`src/rtl/threshold_neuron_seq_pkg.sv`:
```
// Shared FSM encoding and width helpers for the serial threshold neuron.
package threshold_neuron_seq_pkg;

   typedef enum logic [2:0] {
      ST_IDLE   = 3'd0,
      ST_ACCUM  = 3'd1,
      ST_DECIDE = 3'd2,
      ST_OUTPUT = 3'd3,
      ST_UPDATE = 3'd4
   } state_e;

   // Headroom for N_IN full-precision products plus one sign bit.
   function automatic int acc_width(input int x_w, input int w_w, input int n_in);
      return x_w + w_w + $clog2(n_in) + 1;
   endfunction

   // Wide enough that w + x and w - x (including negating the most negative x) cannot wrap.
   function automatic int upd_width(input int x_w, input int w_w);
      return ((x_w > w_w) ? x_w : w_w) + 2;
   endfunction

endpackage

```
`src/rtl/threshold_neuron_seq_mac.sv`:
```
// Registered signed multiply-accumulate slice: clr zeroes the sum, en adds a*b.
module tlg_mac #(
   parameter int A_W   = 8,
   parameter int B_W   = 8,
   parameter int ACC_W = 18
) (
   input  logic                    clk,
   input  logic                    rst,
   input  logic                    clr,
   input  logic                    en,
   input  logic signed [A_W-1:0]   a,
   input  logic signed [B_W-1:0]   b,
   output logic signed [ACC_W-1:0] acc
);

   localparam int P_W = A_W + B_W;

   logic [P_W-1:0]          prod;
   logic signed [ACC_W-1:0] acc_d, acc_q;

   always_comb begin
      // Both operands sign-extended to the product width, so the low P_W bits are the signed product.
      prod  = {{B_W{a[A_W-1]}}, a} * {{A_W{b[B_W-1]}}, b};
      acc_d = acc_q;
      if (clr) begin
         acc_d = '0;
      end else if (en) begin
         acc_d = acc_q + {{(ACC_W-P_W){prod[P_W-1]}}, prod};
      end
   end

   always_ff @(posedge clk) begin
      if (rst) begin
         acc_q <= '0;
      end else begin
         acc_q <= acc_d;
      end
   end

   assign acc = acc_q;

endmodule

```
`src/rtl/threshold_neuron_seq.sv`:
```
// N-input threshold logic unit: serial signed MAC, threshold compare, optional perceptron update.
// in_valid/in_ready and out_valid/out_ready transfer on a cycle where both are high; valid holds until then.
module threshold_neuron_seq
   import threshold_neuron_seq_pkg::*;
#(
   parameter  int N_IN   = 4,
   parameter  int X_W    = 8,
   parameter  int W_W    = 8,
   parameter  int ETA_SH = 0,
   localparam int ACC_W  = acc_width(X_W, W_W, N_IN),
   localparam int IDX_W  = $clog2(N_IN)
) (
   input  logic                    clk,
   input  logic                    rst,
   input  logic                    wload_en,
   input  logic [IDX_W-1:0]        wload_idx,
   input  logic signed [W_W-1:0]   wload_data,
   input  logic                    th_load,
   input  logic signed [ACC_W-1:0] th_data,
   input  logic                    in_valid,
   output logic                    in_ready,
   input  logic [N_IN*X_W-1:0]     x_vec,
   input  logic                    train,
   input  logic                    target,
   output logic                    out_valid,
   input  logic                    out_ready,
   output logic                    F,
   output logic signed [ACC_W-1:0] acc_sum,
   output logic [15:0]             err_cnt,
   output logic [2:0]              dbg_state
);

   localparam int              UPD_W    = upd_width(X_W, W_W);
   localparam logic [IDX_W-1:0] IDX_LAST = IDX_W'(N_IN - 1);

   state_e                  state_q, state_d;
   logic [IDX_W-1:0]        idx_q, idx_d;
   logic signed [W_W-1:0]   w_q [N_IN];
   logic signed [W_W-1:0]   w_d [N_IN];
   logic signed [ACC_W-1:0] th_q, th_d, acc_sum_q, acc_sum_d, mac_acc;
   logic [N_IN*X_W-1:0]     x_q, x_d;
   logic                    train_q, train_d, target_q, target_d, f_q, f_d;
   logic [15:0]             err_q, err_d;

   logic                    accept, idx_last, upd_needed, mac_clr, mac_en;
   logic signed [X_W-1:0]   x_arr [N_IN];
   logic signed [X_W-1:0]   x_cur, x_step;
   logic signed [W_W-1:0]   w_cur, w_new;
   logic signed [UPD_W-1:0] w_ext, x_ext, upd_sum;

   function automatic logic signed [W_W-1:0] sat_w(input logic signed [UPD_W-1:0] v);
      if (v[UPD_W-1:W_W-1] == {(UPD_W-W_W+1){v[UPD_W-1]}}) begin
         return v[W_W-1:0];
      end else if (v[UPD_W-1]) begin
         return {1'b1, {(W_W-1){1'b0}}};
      end else begin
         return {1'b0, {(W_W-1){1'b1}}};
      end
   endfunction

   always_comb begin
      for (int i = 0; i < N_IN; i++) begin
         x_arr[i] = x_q[i*X_W +: X_W];
      end
   end

   assign accept     = in_valid & in_ready;
   assign idx_last   = (idx_q == IDX_LAST);
   assign upd_needed = train_q & (f_q != target_q);

   always_comb begin
      x_cur   = x_arr[idx_q];
      w_cur   = w_q[idx_q];
      x_step  = x_cur >>> ETA_SH;
      w_ext   = {{(UPD_W-W_W){w_cur[W_W-1]}}, w_cur};
      x_ext   = {{(UPD_W-X_W){x_step[X_W-1]}}, x_step};
      upd_sum = target_q ? (w_ext + x_ext) : (w_ext - x_ext);
      w_new   = sat_w(upd_sum);
   end

   tlg_mac #(
      .A_W   (W_W),
      .B_W   (X_W),
      .ACC_W (ACC_W)
   ) u_mac (
      .clk (clk),
      .rst (rst),
      .clr (mac_clr),
      .en  (mac_en),
      .a   (w_cur),
      .b   (x_cur),
      .acc (mac_acc)
   );

   always_ff @(posedge clk) begin
      if (rst) begin
         state_q <= ST_IDLE;
      end else begin
         state_q <= state_d;
      end
   end

   always_comb begin
      state_d = state_q;
      case (state_q)
         ST_IDLE:   if (accept) state_d = ST_ACCUM;
         ST_ACCUM:  if (idx_last) state_d = ST_DECIDE;
         ST_DECIDE: state_d = ST_OUTPUT;
         ST_OUTPUT: if (out_ready) state_d = upd_needed ? ST_UPDATE : ST_IDLE;
         ST_UPDATE: if (idx_last) state_d = ST_IDLE;
         default:   state_d = ST_IDLE;
      endcase
   end

   // Register loads win over a new transaction, so in_ready drops while either load is asserted.
   always_comb begin
      in_ready  = (state_q == ST_IDLE) & ~wload_en & ~th_load & ~rst;
      out_valid = (state_q == ST_OUTPUT);
      dbg_state = state_q;
   end

   always_comb begin
      idx_d     = idx_q;
      x_d       = x_q;
      train_d   = train_q;
      target_d  = target_q;
      th_d      = th_q;
      f_d       = f_q;
      acc_sum_d = acc_sum_q;
      err_d     = err_q;
      w_d       = w_q;
      mac_clr   = 1'b0;
      mac_en    = 1'b0;
      case (state_q)
         ST_IDLE: begin
            if (wload_en && (32'(wload_idx) < N_IN)) w_d[wload_idx] = wload_data;
            if (th_load) th_d = th_data;
            if (accept) begin
               x_d      = x_vec;
               train_d  = train;
               target_d = target;
               idx_d    = '0;
               mac_clr  = 1'b1;
            end
         end
         ST_ACCUM: begin
            mac_en = 1'b1;
            idx_d  = idx_last ? '0 : idx_q + IDX_W'(1);
         end
         ST_DECIDE: begin
            f_d       = (mac_acc >= th_q);
            acc_sum_d = mac_acc;
         end
         ST_OUTPUT: begin
            if (out_ready && upd_needed && (err_q != 16'hFFFF)) err_d = err_q + 16'd1;
            idx_d = '0;
         end
         ST_UPDATE: begin
            w_d[idx_q] = w_new;
            idx_d      = idx_last ? '0 : idx_q + IDX_W'(1);
         end
         default: ;
      endcase
   end

   always_ff @(posedge clk) begin
      if (rst) begin
         idx_q     <= '0;
         x_q       <= '0;
         train_q   <= 1'b0;
         target_q  <= 1'b0;
         th_q      <= '0;
         f_q       <= 1'b0;
         acc_sum_q <= '0;
         err_q     <= '0;
         for (int i = 0; i < N_IN; i++) w_q[i] <= '0;
      end else begin
         idx_q     <= idx_d;
         x_q       <= x_d;
         train_q   <= train_d;
         target_q  <= target_d;
         th_q      <= th_d;
         f_q       <= f_d;
         acc_sum_q <= acc_sum_d;
         err_q     <= err_d;
         w_q       <= w_d;
      end
   end

   assign F       = f_q;
   assign acc_sum = acc_sum_q;
   assign err_cnt = err_q;

endmodule
```
`config.mk`:
```
export PLATFORM = sky130hd
export DESIGN_NAME = threshold_neuron_seq
export DESIGN_NICKNAME = d
export VERILOG_FILES = /design/src/rtl/threshold_neuron_seq_pkg.sv /design/src/rtl/threshold_neuron_seq_mac.sv /design/src/rtl/threshold_neuron_seq.sv
export SDC_FILE = /design/constraint.sdc
export NUM_CORES = 1
export LEC_CHECK = 0
export ABC_AREA = 0
export BUFFER_PORTS_ARGS = -buffer_cell sky130_fd_sc_hd__buf_2
export CAP_MARGIN = 30
export CORE_UTILIZATION = 30
export CTS_BUF_LIST = sky130_fd_sc_hd__clkbuf_4 sky130_fd_sc_hd__clkbuf_8
export DETAILED_ROUTE_END_ITERATION = 12
export GPL_ROUTABILITY_DRIVEN = 0
export HOLD_SLACK_MARGIN = 0.06
export PLACE_DENSITY = 0.49
export SLEW_MARGIN = 20
export SYNTH_ARGS = -nofsm -noshare
export SYNTH_HDL_FRONTEND = slang
export SYNTH_SLANG_ARGS = --single-unit
```
`constraint.sdc`:
```
create_clock -name clk -period 15.1 [get_ports clk]
set_input_delay 0.755 -clock clk [delete_from_list [all_inputs] [get_ports clk]]
set_output_delay 0.755 -clock clk [all_outputs]
set_load 0.005 [all_outputs]
```
Word-level counts from Yosys, hierarchy flattened --
Cells that the tools add are included.
Operators by class: reduce and logical (&&, ||, !) cells 15, $add $sub $neg 5, multipliers 1, multiplexer cells 29, order comparisons 5, equal/unequal tests 13, bitwise gates (word level) 10
Operators with widths (number):
- $bwmux W32 | 2
- $mux W8 | 8
- $pmux W32 S2 | 1
- $bmux W8 S2 | 2
- $demux W8 S2 | 2
- $mux W32 | 1
- $add A19 B19 Y19 | 1
- $ge A19 B19 Y1 | 1
- $add A16 B1 Y16 const B | 1
- $mul A8 B8 Y16 | 1
- $ne A16 B16 Y1 const B | 1
- $mux W3 | 5
- $pmux W3 S5 | 1
- $mux W10 | 1
- $reduce_and A2 Y1 | 5
- $add A8 B8 Y9 | 1
- $sub A8 B8 Y9 | 1
- $ne A2 B2 Y1 const B | 4
- $eq A3 B2 Y1 const B | 2
- $ge A3 B3 Y1 const B | 2
- $lt A3 B1 Y1 const B | 2
- $not A2 Y3 | 2
- $pmux W2 S3 | 1
- $and A1 B1 Y1 | 5
- other kinds (16) | 25
Word-level totals: flip-flop bits (word level) 145, logic and storage cells 92

Logic depth before layout (Yosys ltp) --
depth in word-level cells 10, mapped depth 30, gate-level depth less buffers 28

Hierarchy --
Synthesis repeated with hierarchy kept, for this count alone.
Unflattened totals: cell total of the unflattened synthesis 1251, area, all modules 10545.1 um^2
Modules (own cells, without submodules):
- threshold_neuron_seq | cells each 784, area each 6465.0 um^2, times used 1
- tlg_mac | cells each 467, area each 4080.2 um^2, times used 1

Worst setup path before layout --
Ideal clock, no wire load.
kind register to register, start reg idx_q[0], end reg u_mac.acc_q[18], in the netlist u_mac.acc[18], setup slack 8147 ps, clock period less this slack 6953 ps, data required time 15030 ps, arrival time 6882 ps, cell stages (with the launch flop) 28, cells stage by stage dfxtp_1 buf_6 buf_1 mux4_2 or2_2 fa_1 fa_1 inv_1 fa_1 inv_1 fa_1 inv_1 ha_1 a21oi_1 o21bai_1 a21oi_1 o21bai_1 a21oi_1 o21bai_1 a21oi_1 xnor2_1 ha_1 or3_1 o31ai_1 o21a_1 xor2_1 or3_1 a21oi_1
Between the ends: word-level cells in the longest chain between the ends 6
Ends and longest elaborated chain:
- start, declared | RTL line threshold_neuron_seq.sv:37 | logic [IDX_W-1:0] idx_q, idx_d;
- start signal, assigned | RTL line threshold_neuron_seq.sv:178 | idx_q <= idx_d;
- $not A2 Y3 (not written as such) (*) | RTL line threshold_neuron_seq.sv:72, threshold_neuron_seq.sv:73
- $bmux W8 S2, on equally long branches | RTL line threshold_neuron_seq.sv:73, threshold_neuron_seq.sv:72
- $mux W8, on equally long branches (2 in series) | RTL line threshold_neuron_seq.sv:73, threshold_neuron_seq.sv:72
- $mul A8 B8 Y16 (*) | RTL line threshold_neuron_seq_mac.sv:23 | prod = {{B_W{a[A_W-1]}}, a} * {{A_W{b[B_W-1]}}, b};
- $add A19 B19 Y19 (*) | RTL line threshold_neuron_seq_mac.sv:28 | acc_d = acc_q + {{(ACC_W-P_W){prod[P_W-1]}}, prod};
- end signal, assigned | RTL line threshold_neuron_seq_mac.sv:34 | acc_q <= '0;
- end signal, assigned | RTL line threshold_neuron_seq_mac.sv:36 | acc_q <= acc_d;
- end, declared | RTL line threshold_neuron_seq_mac.sv:19 | logic signed [ACC_W-1:0] acc_d, acc_q;
Every way passes the cells marked *; elsewhere a longest branch is shown, timed or not. The select of a mux whose other input is x is not followed. A chain may end at the register's enable or synchronous reset.

Final worst setup path --
start reg idx_q[1], end reg u_mac.acc_q[18], in the netlist u_mac.acc[18]
The elaborated chain is that of the path after synthesis.

==> run_results.csv <==
group,metric,value,unit
status,status,"complete, no violations",
final_layout,layout-drive-gt1-share,13.5,%
critical_path,required,15.49,ns
sta,maxSlewHeadroom,36.2,%
logic_synthesis,synth_cell_type_count,59,
critical_path,cp_max_fo,14,
clocking,cts_made_buffers,17,
clocking,htreeDepth,4,
placed_design,hpwl,19500,um
clocking,cts_sinks,145,
logic_synthesis,yosys.area_share.adder,21.3,%
clocking,clk_latency,0.48,ns
logic_synthesis,syn_area_per_cell,8.27,sq um
grt,use_met3,3.07,%
drt,vias_per_cell,4.82,
placed_design,dpl_cell_area,11200,sq um
clocking,hold_buffers,0,
power_and_ir_drop,peakVddDrop,47.4,uV
critical_path,worstSetupStartpoint,"idx_q[1]$_SDFFE_PP0P_",
power_and_ir_drop,clkPwrFrac,37.7,%
power_and_ir_drop,p_seq_share,49.8,%
die,initial_core_util,30.4,%
clocking,cts_resized,0,
drt,drtPass1Iterations,6,
final_layout,finalNetCount,1521,
logic_synthesis,syn-cell-area,10200,sq um
die,die_y,186,um
sta,worstMarginPinSlew,0.954,ns
drt,remaining_drc_errors,0,
grt,grt_max_degree,76,
sta,rsz0062_at_grt,"no",
final_layout,seq_area,2900,sq um
logic_synthesis,syn-num-nets,1435,
sta,final-setup-viol-count,0,
logic_synthesis,synth_top_family_by_area,"adder cells",
logic_synthesis,synth_xor_area_share,4.73,%
critical_path,critPathCaptureType,"flop",
clocking,tritoncts,"built",
flow_run,maxCapViolCount,0,
power_and_ir_drop,switching_share,27.9,%
critical_path,critPathLaunchType,"flop",
final_layout,n_fill_cell,3562,
sta,drv_slew,0,
drt,ant_nets,0,
logic_synthesis,synthFlopType,"dfxtp_1",
final_layout,utilization,34.5,%
grt,first_global_vias,8401,
grt,grtUsageMet2,25.7,%
logic_synthesis,ys_warn_count,0,
drt,wl_per_cell,14.3,um
drt,drtIter0Drc,500,
sta,fin_crit_sh,47.5,%
power_and_ir_drop,power.share.combinational,12.5,%
sta,fin_setup_tns,0,ns
die,fp.dieArea,34600,sq um
grt,overflow,0,
drt,wirelength,25300,um
power_and_ir_drop,finalPower,795,uW
hold_path,hold_start,"th_q[7]$_SDFFE_PP0P_",
logic_synthesis,synth_edf_count,0,
die,core,33400,sq um
sta,whs,0.454,ns
critical_path,cp_data_arrival_time,7.57,ns
logic_synthesis,synth_compound_area_share,15.5,%
power_and_ir_drop,p_leak,0.00494,uW
power_and_ir_drop,switching_power,221,uW
grt,antenna_found_initial,0,
logic_synthesis,synth.ff_latch_count,145,
logic_synthesis,async_reset_ff_share,0,%
logic_synthesis,synth-simple-area-share,18.8,%
logic_synthesis,synth.area.mux_share,4.14,%
hold_path,hp-class,"flop to flop",
sta,min_period,7.18,ns
final_layout,antenna_cells,0,
grt,met1_usage,19.9,%
grt,grt_util_all_layers,15.4,%
grt,grt.busiest_layer,"met2",
clocking,cts_root_buffer,"clkbuf_8",
logic_synthesis,synthCells,1228,
clocking,cts_setup_buffers,0,
sta,skew,0.0183,ns
clocking,clkTransAtPathRegs,0.08,ns
power_and_ir_drop,p_int,573,uW
die,die_w,186,um
final_layout,design_area,11500,sq um
sta,hold_violations,0,
critical_path,criticalPathCategory,"flop to flop",
logic_synthesis,ys_seq_area_share,28.6,%
die,io_pins,110,
power_and_ir_drop,power.density,68.9,nW/um^2
drt,vias,8551,
die,rows,67,
final_layout,syn_to_final_growth,13.5,%
sta,max_freq,139,MHz
placed_design,port-buffer-count,109,
grt,grt_pass1_wl,42000,um
clocking,cts.path.max_buffers,2,
final_layout,multi_input_area,6560,sq um
critical_path,r2r_start,"idx_q[1]$_SDFFE_PP0P_",
## cells in the mapped netlist (all sizes together) (2+ instances only)
cell type,n,share of area (%)
nand2,219,8.1
dfxtp,145,29
a21oi,133,6.6
inv,130,4.8
ha,81,10
nor2,80,3.0
fa,57,11
and2,47,2.9
clkbuf,47,1.7
xnor2,38,3.4
o21ai,27,1.3
nand3,21,1.0
a21o,18,1.3
a222oi,18,1.8
nor3,17,0.95
xor2,16,1.4
mux4,15,3.3
a31oi,13,0.80
or3,11,0.68
a211oi,8,0.59
nand4,8,0.49
o21bai,8,0.59
buf,7,0.36
mux2i,6,0.59
o22ai,6,0.55
a22oi,5,0.37
nand2b,5,0.31
nor2b,4,0.25
o21a,4,0.30
or2,4,0.25
and3b,3,0.26
a211o,2,0.17
a21boi,2,0.15
a221oi,2,0.17
and3,2,0.12
and4,2,0.17
mux2,2,0.22
nor3b,2,0.15
o31ai,2,0.15
## through the flow
stage          cells  setup WS [ns]
5_1_grt         1773           7.53
3_5_place_dp    1743           7.94
4_1_cts         1773           7.92
3_3_place_gp    1742           7.70
2_1_floorplan   1228           8.15
6_report        1773           7.92
## per-layer routing
metal  wire length [um]  vias to the layer above
li1                   -                     4302
met1              11800                     4059
met2              12200                      179
met3               1140                       11
met4                239                        0
met5                  0                        -
## power groups by stage
stage	Clock [uW]	Sequential (uW)	Combinational, uW
2_1_floorplan	0	402	70.7
3_3_place_gp	0	405	99.8
3_5_place_dp	0	405	100
4_1_cts	310	396	101
5_1_grt	327	397	112
6_report	299	396	99.7
## layout by cell type (no fill, tap or decap), types with 4 or more instances in the layout
cell	count
nor2_1	80
fa_1	57
nor2b_1	4
clkinvlp_4	4
inv_1	130
clkbuf_8	17
a21oi_1	132
o21bai_1	8
or3_1	11
a22oi_1	5
mux4_2	15
nand4_1	8
and2_1	46
o21ai_0	23
a211oi_1	8
mux2i_1	6
nand2_1	219
buf_2	108
xnor2_1	37
xor2_1	16
buf_4	12
nand3_1	21
a222oi_1	18
a31oi_1	13
o21a_1	4
dfxtp_1	145
ha_1	81
nor3_1	15
nand2b_1	5
a21o_1	18
o21ai_1	4
## state kept, by name (all words and copies together), names as in the netlist
signal / count
F: 1
acc_sum: 19
dbg_state: 3
err_cnt: 16
idx_q: 2
target_q: 1
th_q: 19
train_q: 1
u_mac.acc: 19
w_q: 32
x_q: 32
## cells by family (layout without fill, tap and decap cells)
logic type | after synthesis | after routing
AND/OR/NAND/NOR | 428 | 428
AO/OA/AOI/OAI | 255 | 255
buffers and inverters | 184 | 281
flip-flops | 145 | 145
adder cells (fa/ha/maj) | 139 | 139
XOR/XNOR | 54 | 54
multiplexers | 23 | 23
## cell type report
cell class                      instances  share of cell area [%]
Inverter                              130                    4.23
Sequential cell                       145                    25.2
Clock inverter                         13                    1.22
Multi-Input combinational cell        899                    56.9
Clock buffer                           17                    2.03
Tap cell                              448                    4.86
Timing Repair Buffer                  121                    5.60
## path summary, 6_finish.rpt
check	end	slack, ns	cells after the start
max	u_mac.acc[18]$_SDFFE_PP0P_	7.92	27
min	th_q[7]$_SDFFE_PP0P_	0.45	2
max reg2reg	u_mac.acc[18]$_SDFFE_PP0P_	7.92	27
min reg2reg	th_q[7]$_SDFFE_PP0P_	0.45	2
## critical path: stages, from the launching register on
cell	delay (ns)
dfxtp_1	0.57
buf_8	0.24
mux2i_1	0.10
mux2_2	0.38
or2_2	0.34
fa_1	0.51
fa_1	0.56
inv_1	0.06
fa_1	0.54
inv_1	0.06
fa_1	0.53
inv_1	0.04
ha_1	0.31
a21oi_1	0.23
o21bai_1	0.09
a21oi_1	0.23
o21bai_1	0.09
a21oi_1	0.23
o21bai_1	0.09
a21oi_1	0.18
xnor2_1	0.09
ha_1	0.21
or3_1	0.36
o31ai_1	0.34
o21a_1	0.20
xor2_1	0.06
or3_1	0.32
a21oi_1	0.14
No activity file was read; power rests on OpenSTA's default activity.
